$ cat src/rtl/rv32i_pkg.sv
// Shared rv32i types and constants.
// Latency: none (declarations only).
// Backpressure: n/a.
// Contents: REG_ADDR_W, XLEN, reg_addr_t, word_t, REG_ZERO.
package rv32i_pkg;

    localparam int REG_ADDR_W = 5;
    localparam int XLEN       = 32;

    typedef logic [REG_ADDR_W-1:0] reg_addr_t;
    typedef logic [XLEN-1:0]       word_t;

    localparam reg_addr_t REG_ZERO = '0;

endpackage

$ cat src/rtl/rv32i_fwd_mux.sv
// Per-read-port forwarding select and hazard detection.
// Latency: purely combinational.
// Backpressure: raises hazard when the operand cannot be supplied this cycle.
// Ports: rs_reg/rs_used/rf_data (port request), fwd_* (forwarding sources,
//        index 0 youngest), busy (scoreboard), operand/hazard (results).
module rv32i_fwd_mux
    import rv32i_pkg::reg_addr_t;
    import rv32i_pkg::REG_ZERO;
#(
    parameter int NUM_FWD = 3,
    parameter int XLEN    = 32
) (
    input  logic [4:0]                    rs_reg,
    input  logic                          rs_used,
    input  logic [XLEN-1:0]               rf_data,
    input  logic [NUM_FWD-1:0]            fwd_en,
    input  logic [NUM_FWD-1:0][4:0]       fwd_reg,
    input  logic [NUM_FWD-1:0][XLEN-1:0]  fwd_data,
    input  logic [NUM_FWD-1:0]            fwd_ready,
    input  logic [31:0]                   busy,
    output logic [XLEN-1:0]               operand,
    output logic                          hazard
);

    logic hit;
    logic sel_ready;

    always_comb begin
        hit       = 1'b0;
        sel_ready = 1'b1;
        operand   = rf_data;
        // Walk oldest to youngest so the youngest matching source wins.
        for (int i = NUM_FWD - 1; i >= 0; i--) begin
            if (fwd_en[i] && (reg_addr_t'(fwd_reg[i]) == reg_addr_t'(rs_reg)) &&
                (reg_addr_t'(rs_reg) != REG_ZERO)) begin
                hit       = 1'b1;
                operand   = fwd_data[i];
                sel_ready = fwd_ready[i];
            end
        end
        if (reg_addr_t'(rs_reg) == REG_ZERO) begin
            operand = '0;
        end
        hazard = rs_used && ((hit && !sel_ready) || busy[rs_reg]);
    end

endmodule

$ cat src/rtl/rv32i_hazardunit.sv
// Operand forwarding, load-use/long-op hazard detection and ID/EX staging.
// Latency: stall combinational; decode to EX outputs 1 cycle.
// Backpressure: stall holds IF/ID; a bubble enters EX on stall, flush or idle.
// Ports: clk/reset, id_* (decode request), fwd_* (forwarding sources),
//        long_done* (long-op completion), flush, stall, ex_* (ID/EX), stall_count.
module rv32i_hazardunit
    import rv32i_pkg::reg_addr_t;
    import rv32i_pkg::REG_ZERO;
#(
    parameter int NUM_RD  = 2,
    parameter int NUM_FWD = 3,
    parameter int XLEN    = rv32i_pkg::XLEN
) (
    input  logic                          clk,
    input  logic                          reset,
    input  logic                          id_valid,
    input  logic [NUM_RD-1:0][4:0]        id_rs_reg,
    input  logic [NUM_RD-1:0]             id_rs_used,
    input  logic [NUM_RD-1:0][XLEN-1:0]   id_rf_data,
    input  logic                          id_wb_en,
    input  logic [4:0]                    id_wb_reg,
    input  logic                          id_long,
    input  logic [NUM_FWD-1:0]            fwd_en,
    input  logic [NUM_FWD-1:0][4:0]       fwd_reg,
    input  logic [NUM_FWD-1:0][XLEN-1:0]  fwd_data,
    input  logic [NUM_FWD-1:0]            fwd_ready,
    input  logic                          long_done,
    input  logic [4:0]                    long_done_reg,
    input  logic                          flush,
    output logic                          stall,
    output logic                          ex_valid,
    output logic [NUM_RD-1:0][XLEN-1:0]   ex_rs_data,
    output logic                          ex_wb_en,
    output logic [4:0]                    ex_wb_reg,
    output logic [31:0]                   stall_count
);

    logic [31:1]                  busy_q;
    logic [31:1]                  busy_nxt;
    logic [31:0]                  busy_vec;
    logic [NUM_RD-1:0]            port_hazard;
    logic [NUM_RD-1:0][XLEN-1:0]  operand;
    logic                         waw;
    logic                         issue;
    logic                         busy_set;

    // x0 can never be busy.
    assign busy_vec = {busy_q, 1'b0};

    for (genvar p = 0; p < NUM_RD; p++) begin : g_port
        rv32i_fwd_mux #(
            .NUM_FWD (NUM_FWD),
            .XLEN    (XLEN)
        ) u_fwd_mux (
            .rs_reg    (id_rs_reg[p]),
            .rs_used   (id_rs_used[p]),
            .rf_data   (id_rf_data[p]),
            .fwd_en    (fwd_en),
            .fwd_reg   (fwd_reg),
            .fwd_data  (fwd_data),
            .fwd_ready (fwd_ready),
            .busy      (busy_vec),
            .operand   (operand[p]),
            .hazard    (port_hazard[p])
        );
    end

    assign waw      = id_wb_en && busy_vec[id_wb_reg] && (reg_addr_t'(id_wb_reg) != REG_ZERO);
    assign stall    = id_valid && !flush && ((|port_hazard) || waw);
    assign issue    = id_valid && !stall && !flush;
    assign busy_set = issue && id_long && id_wb_en && (reg_addr_t'(id_wb_reg) != REG_ZERO);

    // Set beats clear when a new long op re-targets the register just completed.
    always_comb begin
        busy_nxt = '0;
        for (int r = 1; r < 32; r++) begin
            busy_nxt[r] = (busy_set && (id_wb_reg == 5'(r))) ||
                          (busy_q[r] && !(long_done && (long_done_reg == 5'(r))));
        end
    end

    always_ff @(posedge clk or posedge reset) begin
        if (reset) begin
            busy_q      <= '0;
            ex_valid    <= 1'b0;
            ex_wb_en    <= 1'b0;
            ex_wb_reg   <= '0;
            ex_rs_data  <= '0;
            stall_count <= '0;
        end else begin
            busy_q <= busy_nxt;
            if (issue) begin
                ex_valid   <= 1'b1;
                ex_rs_data <= operand;
                // Long ops retire through long_done, never through EX.
                ex_wb_en   <= id_wb_en && !id_long;
                ex_wb_reg  <= id_wb_reg;
            end else begin
                ex_valid <= 1'b0;
                ex_wb_en <= 1'b0;
            end
            if (stall && (stall_count != 32'hFFFF_FFFF)) begin
                stall_count <= stall_count + 32'd1;
            end
        end
    end

endmodule

$ cat config.mk
export PLATFORM = sky130hd
export DESIGN_NAME = rv32i_hazardunit
export DESIGN_NICKNAME = d
export VERILOG_FILES = /design/src/rtl/rv32i_pkg.sv /design/src/rtl/rv32i_fwd_mux.sv /design/src/rtl/rv32i_hazardunit.sv
export SDC_FILE = /design/constraint.sdc
export NUM_CORES = 1
export LEC_CHECK = 0
export CAP_MARGIN = 10
export CORE_ASPECT_RATIO = 1.4
export CORE_MARGIN = 8
export CORE_UTILIZATION = 42
export DETAILED_ROUTE_END_ITERATION = 10
export PLACE_DENSITY = 0.9
export REMOVE_ABC_BUFFERS = 1
export SETUP_SLACK_MARGIN = 0.2
export SYNTH_ARGS = -nofsm -noshare
export SYNTH_HDL_FRONTEND = slang
export SYNTH_SLANG_ARGS = --single-unit
$ cat constraint.sdc
create_clock -name clk -period 3.8 [get_ports clk]
set_clock_uncertainty 0.2 [all_clocks]
set_input_delay 0.38 -clock clk [delete_from_list [all_inputs] [get_ports clk]]
set_output_delay 0.38 -clock clk [all_outputs]
set_load 0.03 [all_outputs]
==> results.rst, run 1 <==
.. list-table::
   :header-rows: 1

   * - Metric
     - Value
   * - Post-Place Setup Slack
     - -0.135 ns
   * - Cell taking the most area after synthesis
     - sky130_fd_sc_hd__dfrtp_1
   * - Rows
     - 62
   * - Crit-path slowest cell
     - sky130_fd_sc_hd__or4_2
   * - Post-CTS clock slew at the launch and capture registers of the worst setup and hold paths
     - 0.06 ns
   * - PnR worst setup slack
     - 0.299 ns
   * - Number of search-and-repair iterations in the first detailed-routing pass
     - 5
   * - DR WL/cell
     - 22.4 um
   * - Kind of end point of the critical path
     - output pin
   * - TritonCTS clock tree
     - yes
   * - Boundary Pins
     - 314
   * - Pint
     - 3.47 mW
   * - Total Neg Setup Slack
     - 0 ns
   * - Pin count of the biggest net entering global routing
     - 69
   * - Sequential share of power
     - 34.8%
   * - Clock power share
     - 31.3%
   * - Post-synthesis cell count
     - 954
   * - Count of endpoints failing setup in the final report
     - 0
   * - Final worst-path cycle share
     - 92.1%
   * - Number of nets with antenna violations after detailed routing
     - 0
   * - Final min period
     - 3.50 ns
   * - Syn-to-layout area delta
     - 48.5%
   * - Yosys reg bits
     - 134
   * - Most instantiated cells after synthesis
     - sky130_fd_sc_hd__dfrtp_1 (134), sky130_fd_sc_hd__nand2_1 (103), sky130_fd_sc_hd__mux2i_1 (76), sky130_fd_sc_hd__nor2_1 (73), sky130_fd_sc_hd__a21oi_1 (67)
   * - Yosys warnings
     - 0
   * - Peak supply drop
     - 0.000330 V
   * - Overall global routing resource usage
     - 26.2%
   * - Leakage power total
     - 5.52 nW
   * - Proportion of synthesized flip-flops having asynchronous set or reset
     - 100%
   * - Number of enable flip-flop cells after synthesis
     - 0
   * - Top achievable clock speed
     - 0.286 GHz
   * - Total vias in the final route
     - 9268
   * - Worst path top cell family by delay
     - compound AO/OA/AOI/OAI gates
   * - # DRC
     - 0
   * - Cell types occupying the most area after synthesis
     - sky130_fd_sc_hd__dfrtp_1 (38%), sky130_fd_sc_hd__mux2i_1 (8.7%), sky130_fd_sc_hd__a211oi_1 (5.6%)
   * - Main synth FF type
     - sky130_fd_sc_hd__dfrtp_1
   * - Req. time, crit path
     - 3.22 ns
   * - Via count of the first global-routing pass
     - 9614
   * - Final nets
     - 1478
   * - Crit path largest cell delay
     - 0.69 ns
   * - Number of buffers and inverters on the critical path
     - 3
   * - Net load switching power
     - 1.74 mW
   * - Result of the run
     - complete, no violations
   * - Worst Path Max Fanout
     - 2
   * - Final weighted congestion of routability-driven global placement
     - 0.993
   * - Number of antenna violations at the first check in global routing
     - 3
   * - Detailed Route Iter0 Violations
     - 747
   * - Starting Density
     - 42.7%
   * - Chain of cells forming the critical path
     - clkdlybuf4s50_1 -> xor2_1 -> or4_2 -> a311o_1 -> a32o_1 -> o21ai_4 -> inv_1 -> buf_2
   * - Via/cell ratio
     - 6.02
   * - Top reg by flops
     - ex_rs_data
   * - Worst skew pair latency
     - 0.42 ns
   * - Registers with the most flip-flops
     - ex_rs_data (64), stall_count (32), busy_q (31)
   * - Power density of the placed cells
     - 399 mW/mm2
   * - Die boundary width
     - 138 um
   * - Arr. time, crit path
     - 2.92 ns
   * - Slew of the pin with the lowest slew margin
     - 0.795 ns
   * - Min-Delay Path Class
     - in -> async
   * - Core region area
     - 0.0206 mm2
   * - Floorplan die height
     - 187 um
   * - Drt total wl
     - 34500 um
   * - Inserted Clock Buffers
     - 17
   * - Die area
     - 0.0259 mm2
   * - Switching part of the total
     - 33.5%
   * - Count of input and output buffers
     - 313
   * - Setup CP Type
     - in -> out
   * - Final HPWL DP
     - 25700 um
   * - Most repeated cell in the gate-level netlist after synthesis
     - sky130_fd_sc_hd__dfrtp_1
   * - Max-cap violations
     - 0
   * - Proportion of power drawn by combinational gates
     - 33.8%
   * - Cell area after synthesis
     - 0.00878 mm2
   * - Register area share after synthesis
     - 38.2%
   * - CP startpoint kind
     - primary input
   * - Overflow after GRT
     - 0
   * - Worst-case headroom to the max-slew limit
     - 47.0%
   * - Count of final max-slew check failures
     - 0
   * - Unrepaired setup endpoints after global routing
     - false
   * - Area fraction of the dominant cell type after synthesis
     - 38.2%
   * - Flip-flop count of the largest register after layout
     - 64
   * - Clk sink count
     - 134
   * - Mean cell area of the mapped netlist
     - 9.20 um2
   * - Clock buffer depth
     - 2
   * - Share of layout cells above drive strength 1
     - 11.3%
   * - Post-synthesis cell type count
     - 63
   * - Global-route wire length before repair
     - 54400 um
   * - CTS HTree Levels
     - 4
   * - Root buffer cell
     - sky130_fd_sc_hd__clkbuf_16
   * - Number of hold violations in the final report
     - 0
==> worst register-to-register path, delay by kind of cell (launching register included) <==
family,cells,cell delay [ns]
AOI/OAI and AO/OA,4,1.05
buffers and inverters,1,0.16
muxes,1,0.49
and+or+nand+nor,3,0.67
DFF,1,0.45
==> kinds of logic (layout without fill, tap and decap cells) <==
kind of cell	count (synthesis)	in the layout	synth area share [%]
buffers and inverters	86	412	4.65
XOR/XNOR	61	61	6.09
multiplexers	99	99	13.8
AO/OA/AOI/OAI	280	280	20.5
adder cells (fa/ha/maj)	1	1	0.142
flip-flops	134	134	38.2
other	0	3	0
AND/OR/NAND/NOR	293	293	16.6
==> per-stage QoR <==
stage | instances | util (%) | area, um2 | hold slack, ns | power (mW)
6_report | 1539 | 63.4 | 13000 | 0.156 | 5.21
5_1_grt | 1539 | 63.4 | 13000 | 0.171 | 5.42
4_1_cts | 1536 | 63.3 | 13000 | 0.157 | 5.23
3_5_place_dp | 1504 | 60.4 | 12400 | 0.265 | 3.59
3_3_place_gp | 1504 | 60.4 | 12400 | 0.257 | 3.54
2_1_floorplan | 876 | - | 8400 | 0.251 | 2.66
==> layout make-up <==
class	count	area, um2
Fill cell	1607	7520
Tap cell	256	320
Inverter	8	37.5
Timing Repair Buffer	372	3650
Sequential cell	134	3350
Clock buffer	24	482
Clock inverter	8	97.6
Multi-Input combinational cell	734	5090
Antenna cell	3	7.51
==> cells in the final DEF, fill, tap and decap left out, drive strengths merged, types with 10 or more instances in the layout <==
master / count
buf: 60
clkdlybuf4s50: 308
o21ai: 65
mux2i: 76
a21oi: 67
nor4: 14
nor3: 17
nand3: 24
nor2b: 10
nand4: 11
dfrtp: 134
mux4: 17
xor2: 40
clkbuf: 24
xnor2: 21
nor2: 76
nand2: 103
a211oi: 65
o31ai: 64
==> routing by layer <==
layer  routed length, um  GRT usage, %  vias up  part of all wire [%]
met5                   0             0        -                     0
met4                1590          13.0        0                   4.6
met3                2540          5.72      102                   7.4
met2               17600          46.0      533                    51
met1               12700          29.4     4450                    37
li1                    -             -     4183                     -
==> repair_timing <==
action | in CTS | in global routing
hold buffers | 0 | 0
endpoints found under the setup margin | 1 | 1
resized for setup | 6 | 8
setup buffers | 0 | 0
cloned | 0 | 0
pin swaps | 0 | 1
==> power groups by stage <==
stage	sequential (mW)	clock, mW	combinational, mW
after floorplan	2.21	0	0.457
after global placement	1.82	0	1.72
after detailed placement	1.83	0	1.76
after CTS	1.81	1.65	1.77
after global routing	1.84	1.71	1.87
final	1.81	1.63	1.76
==> path summary, 6_finish.rpt <==
| kind | startpoint | to | cells after the start | slack, ns |
|---|---|---|---|---|
| min in group clk | ex_rs_data[29]$_DFFE_PP0P_ | ex_rs_data[29]$_DFFE_PP0P_ | 2 | 0.27 |
| max | fwd_reg[7] | stall | 8 | 0.30 |
| max in group asynchronous | reset | ex_rs_data[45]$_DFFE_PP0P_ | 3 | 2.52 |
| max reg2reg | busy_q[19]$_DFF_PP0_ | busy_q[11]$_DFF_PP0_ | 9 | 0.67 |
| min | reset | ex_rs_data[54]$_DFFE_PP0P_ | 2 | 0.16 |
| min reg2reg | ex_rs_data[29]$_DFFE_PP0P_ | ex_rs_data[29]$_DFFE_PP0P_ | 2 | 0.27 |
Note: power is estimated with default switching activity, not from simulation.
==> run 2, diff against run 1 <==
==> constraint.sdc (replaced) <==
create_clock -name clk -period 3.8 [get_ports clk]
set_clock_uncertainty 0.2 [all_clocks]
set_input_delay 0.38 -clock clk [delete_from_list [all_inputs] [get_ports clk]]
set_output_delay 0.38 -clock clk [all_outputs]
set_load 0.05 [all_outputs]
==> run 2 against run 1 <==
  * Wire length is 3.9% lower
  * Clock power is 3% higher
  * First-iteration DRC count is 17% lower
  * Sequential power hardly changed
  * Combinational power is 16% higher
  * Flip-flop and latch count stayed put
  * Die area stayed put
  * Non-clock buffer count is 19 lower
  * Register-to-register slack better by 0.16 ns
  * Setup slack better by 0.011 ns
  * Critical endpoint unchanged
  * Largest cell class unchanged
==> results.rst, run 2 (synthesized netlist as in run 1, its figures left out) <==
.. list-table::
   :header-rows: 1

   * - Metric
     - Value
   * - Result of the run
     - complete, no violations
   * - Total design power
     - 5.53 mW (+6.2%)
   * - Leading cell type in the layout, fill and taps excluded
     - sky130_fd_sc_hd__clkdlybuf4s50_1
   * - Final nets
     - 1459 (-1.3%)
   * - Chain of cells forming the critical path
     - clkdlybuf4s50_1 -> or4_4 -> nor2_4 -> or4_2 -> a311o_1 -> a32o_1 -> o21ai_4 -> inv_1 -> buf_4
   * - Power density of the placed cells
     - 430 mW/mm2 (+7.6%)
   * - Count of placed standard cells in the final layout, fillers left out
     - 1518 (-1.4%)
   * - Post-Place Setup Slack
     - 0.0122 ns (+0.147 ns)
   * - Min-Delay Path Class
     - in -> async
   * - Worst Path Max Fanout
     - 5 (+3)
   * - Clock buffer depth
     - 2 (unchanged)
   * - Total Neg Setup Slack
     - 0 ns (unchanged)
   * - Utilization of the core after routing
     - 62.6% (-0.80 points)
   * - Global-route wire length before repair
     - 51400 um (-5.6%)
   * - Number of nets with antenna violations after detailed routing
     - 0 (unchanged)
   * - Overall global routing resource usage
     - 24.8% (-1.5 points)
   * - Die area
     - 0.0259 mm2 (unchanged)
   * - Overflow after GRT
     - 0 (unchanged)
   * - DR WL/cell
     - 21.8 um (-2.6%)
   * - Max-cap violations
     - 0 (unchanged)
   * - WHS
     - 0.224 ns (+0.0685 ns)
   * - Share of layout cells above drive strength 1
     - 9.68% (-1.6 points)
   * - Clk sink count
     - 134 (unchanged)
   * - # DRC
     - 0 (unchanged)
   * - Die boundary width
     - 138 um (unchanged)
   * - Total vias in the final route
     - 9054 (-2.3%)
   * - Final min period
     - 3.49 ns (-0.0106 ns)
   * - Pin count of the biggest net entering global routing
     - 136 (+97%)
   * - Setup CP Type
     - in -> out
   * - Crit-path slowest cell
     - sky130_fd_sc_hd__or4_2
   * - Post-CTS clock slew at the launch and capture registers of the worst setup and hold paths
     - 0.06 ns (about the same)
   * - Syn-to-layout area delta
     - 46.6%
   * - Starting Density
     - 42.7% (unchanged)
   * - Crit path largest cell delay
     - 0.72 ns (+0.03 ns)
   * - Drt total wl
     - 33100 um (-3.9%)
   * - Floorplan die height
     - 187 um (unchanged)
   * - Final worst-path cycle share
     - 91.9% (-0.28 points)
   * - Number of antenna violations at the first check in global routing
     - 2 (-1)
   * - Rows
     - 62 (unchanged)
   * - Most frequent cells in the layout
     - sky130_fd_sc_hd__clkdlybuf4s50_1 (308), sky130_fd_sc_hd__dfrtp_1 (134), sky130_fd_sc_hd__nand2_1 (102)
   * - Number of search-and-repair iterations in the first detailed-routing pass
     - 5 (unchanged)
   * - Unrepaired setup endpoints after global routing
     - false
   * - Core region area
     - 0.0206 mm2 (unchanged)
   * - Final weighted congestion of routability-driven global placement
     - 0.944 (-5.0%)
   * - Count of endpoints failing setup in the final report
     - 0 (unchanged)
   * - Detailed Route Iter0 Violations
     - 621 (-17%)
   * - Final HPWL DP
     - 24900 um (-3.2%)
   * - Number of instances in the placed design
     - 1483 (-1.4%)
   * - Top achievable clock speed
     - 0.286 GHz (+0.30%)
   * - Arr. time, crit path
     - 2.91 ns (about the same)
   * - Inserted Clock Buffers
     - 17 (unchanged)
   * - TritonCTS clock tree
     - yes
   * - Fill cell instance count of the final layout
     - 1669 (+3.9%)
   * - Via/cell ratio
     - 5.96 (-0.96%)
   * - Leakage power total
     - 5.40 nW (-2.2%)
   * - CTS HTree Levels
     - 4 (unchanged)
   * - Peak supply drop
     - 0.000377 V (+14%)
   * - Registers with the most flip-flops
     - ex_rs_data (64), stall_count (32), busy_q (31)
   * - Worst skew pair latency
     - 0.42 ns (about the same)
   * - Flip-flop count of the largest register after layout
     - 64 (unchanged)
   * - Boundary Pins
     - 314 (unchanged)
   * - Slew of the pin with the lowest slew margin
     - 0.994 ns (+0.200 ns)
   * - Count of input and output buffers
     - 313 (unchanged)
   * - Top reg by flops
     - ex_rs_data
   * - Via count of the first global-routing pass
     - 9150 (-4.8%)
   * - PnR worst setup slack
     - 0.309 ns (+0.0106 ns)
   * - Final std cell area, no fill
     - 0.0129 mm2 (-1.3%)
   * - Number of hold violations in the final report
     - 0 (unchanged)
   * - Root buffer cell
     - sky130_fd_sc_hd__clkbuf_16
   * - Req. time, crit path
     - 3.22 ns (about the same)
   * - Worst-case headroom to the max-slew limit
     - 33.7% (-13 points)
   * - CP startpoint kind
     - primary input
   * - Slack of the worst reg-to-reg path
     - 0.83 ns (+0.16 ns)
   * - Post-detailed-placement cell area
     - 0.0123 mm2 (-1.3%)
   * - Count of final max-slew check failures
     - 0 (unchanged)
   * - Kind of end point of the critical path
     - output pin
run 2: critical path: cells and delay by family:
| family | cells | cell delay (ns) |
|---|---|---|
| AO/OA/AOI/OAI | 3 | 0.78 |
| buffers and inverters | 3 | 0.82 |
| AND/OR/NAND/NOR | 3 | 0.92 |
run 2: path summary, 6_finish.rpt:
kind                                            start                     endpoint  depth (start not counted)
max                                      id_rs_reg[8]                        stall                          9
min reg2reg                ex_rs_data[21]$_DFFE_PP0P_   ex_rs_data[21]$_DFFE_PP0P_                          2
min                                             reset   ex_rs_data[54]$_DFFE_PP0P_                          2
min in group clk           ex_rs_data[21]$_DFFE_PP0P_   ex_rs_data[21]$_DFFE_PP0P_                          2
max in group asynchronous                       reset         busy_q[19]$_DFF_PP0_                          3
max reg2reg                stall_count[3]$_DFFE_PP0P_  stall_count[27]$_DFFE_PP0P_                          8
run 2: what timing repair did:
item	CTS	global route
hold buffers	0	0
setup endpoints to repair	1	1
pin swaps	0	1
gates resized for setup	5	0
setup buffers	0	2
run 2: report_power, final:
group | internal (mW) | switching (mW) | leakage (nW)
clock | 1.07 | 0.606 | 0.292
combinational | 0.785 | 1.26 | 3.37
sequential | 1.65 | 0.164 | 1.74
run 2: area by class of cell:
| cell class | instances | area [um2] | area share, % |
|---|---|---|---|
| repair buffers | 353 | 3500 | 27.2 |
| flip-flops and latches | 134 | 3350 | 26.0 |
| clock inverters | 9 | 125 | 0.972 |
| multi-input cells | 734 | 5060 | 39.3 |
| well taps | 256 | 320 | 2.49 |
| clock buffers | 22 | 474 | 3.68 |
| inverters | 8 | 37.5 | 0.292 |
| diodes | 2 | 5.00 | 0.0389 |
run 2: metal layers:
metal  vias to the layer above  global-route usage, %  wire (um)
met3                        71                   5.56       2430
met1                      4408                   28.4      12700
met4                         0                   11.4       1220
met5                         -                      0          0
li1                       4125                      -          -
met2                       450                   42.9      16800
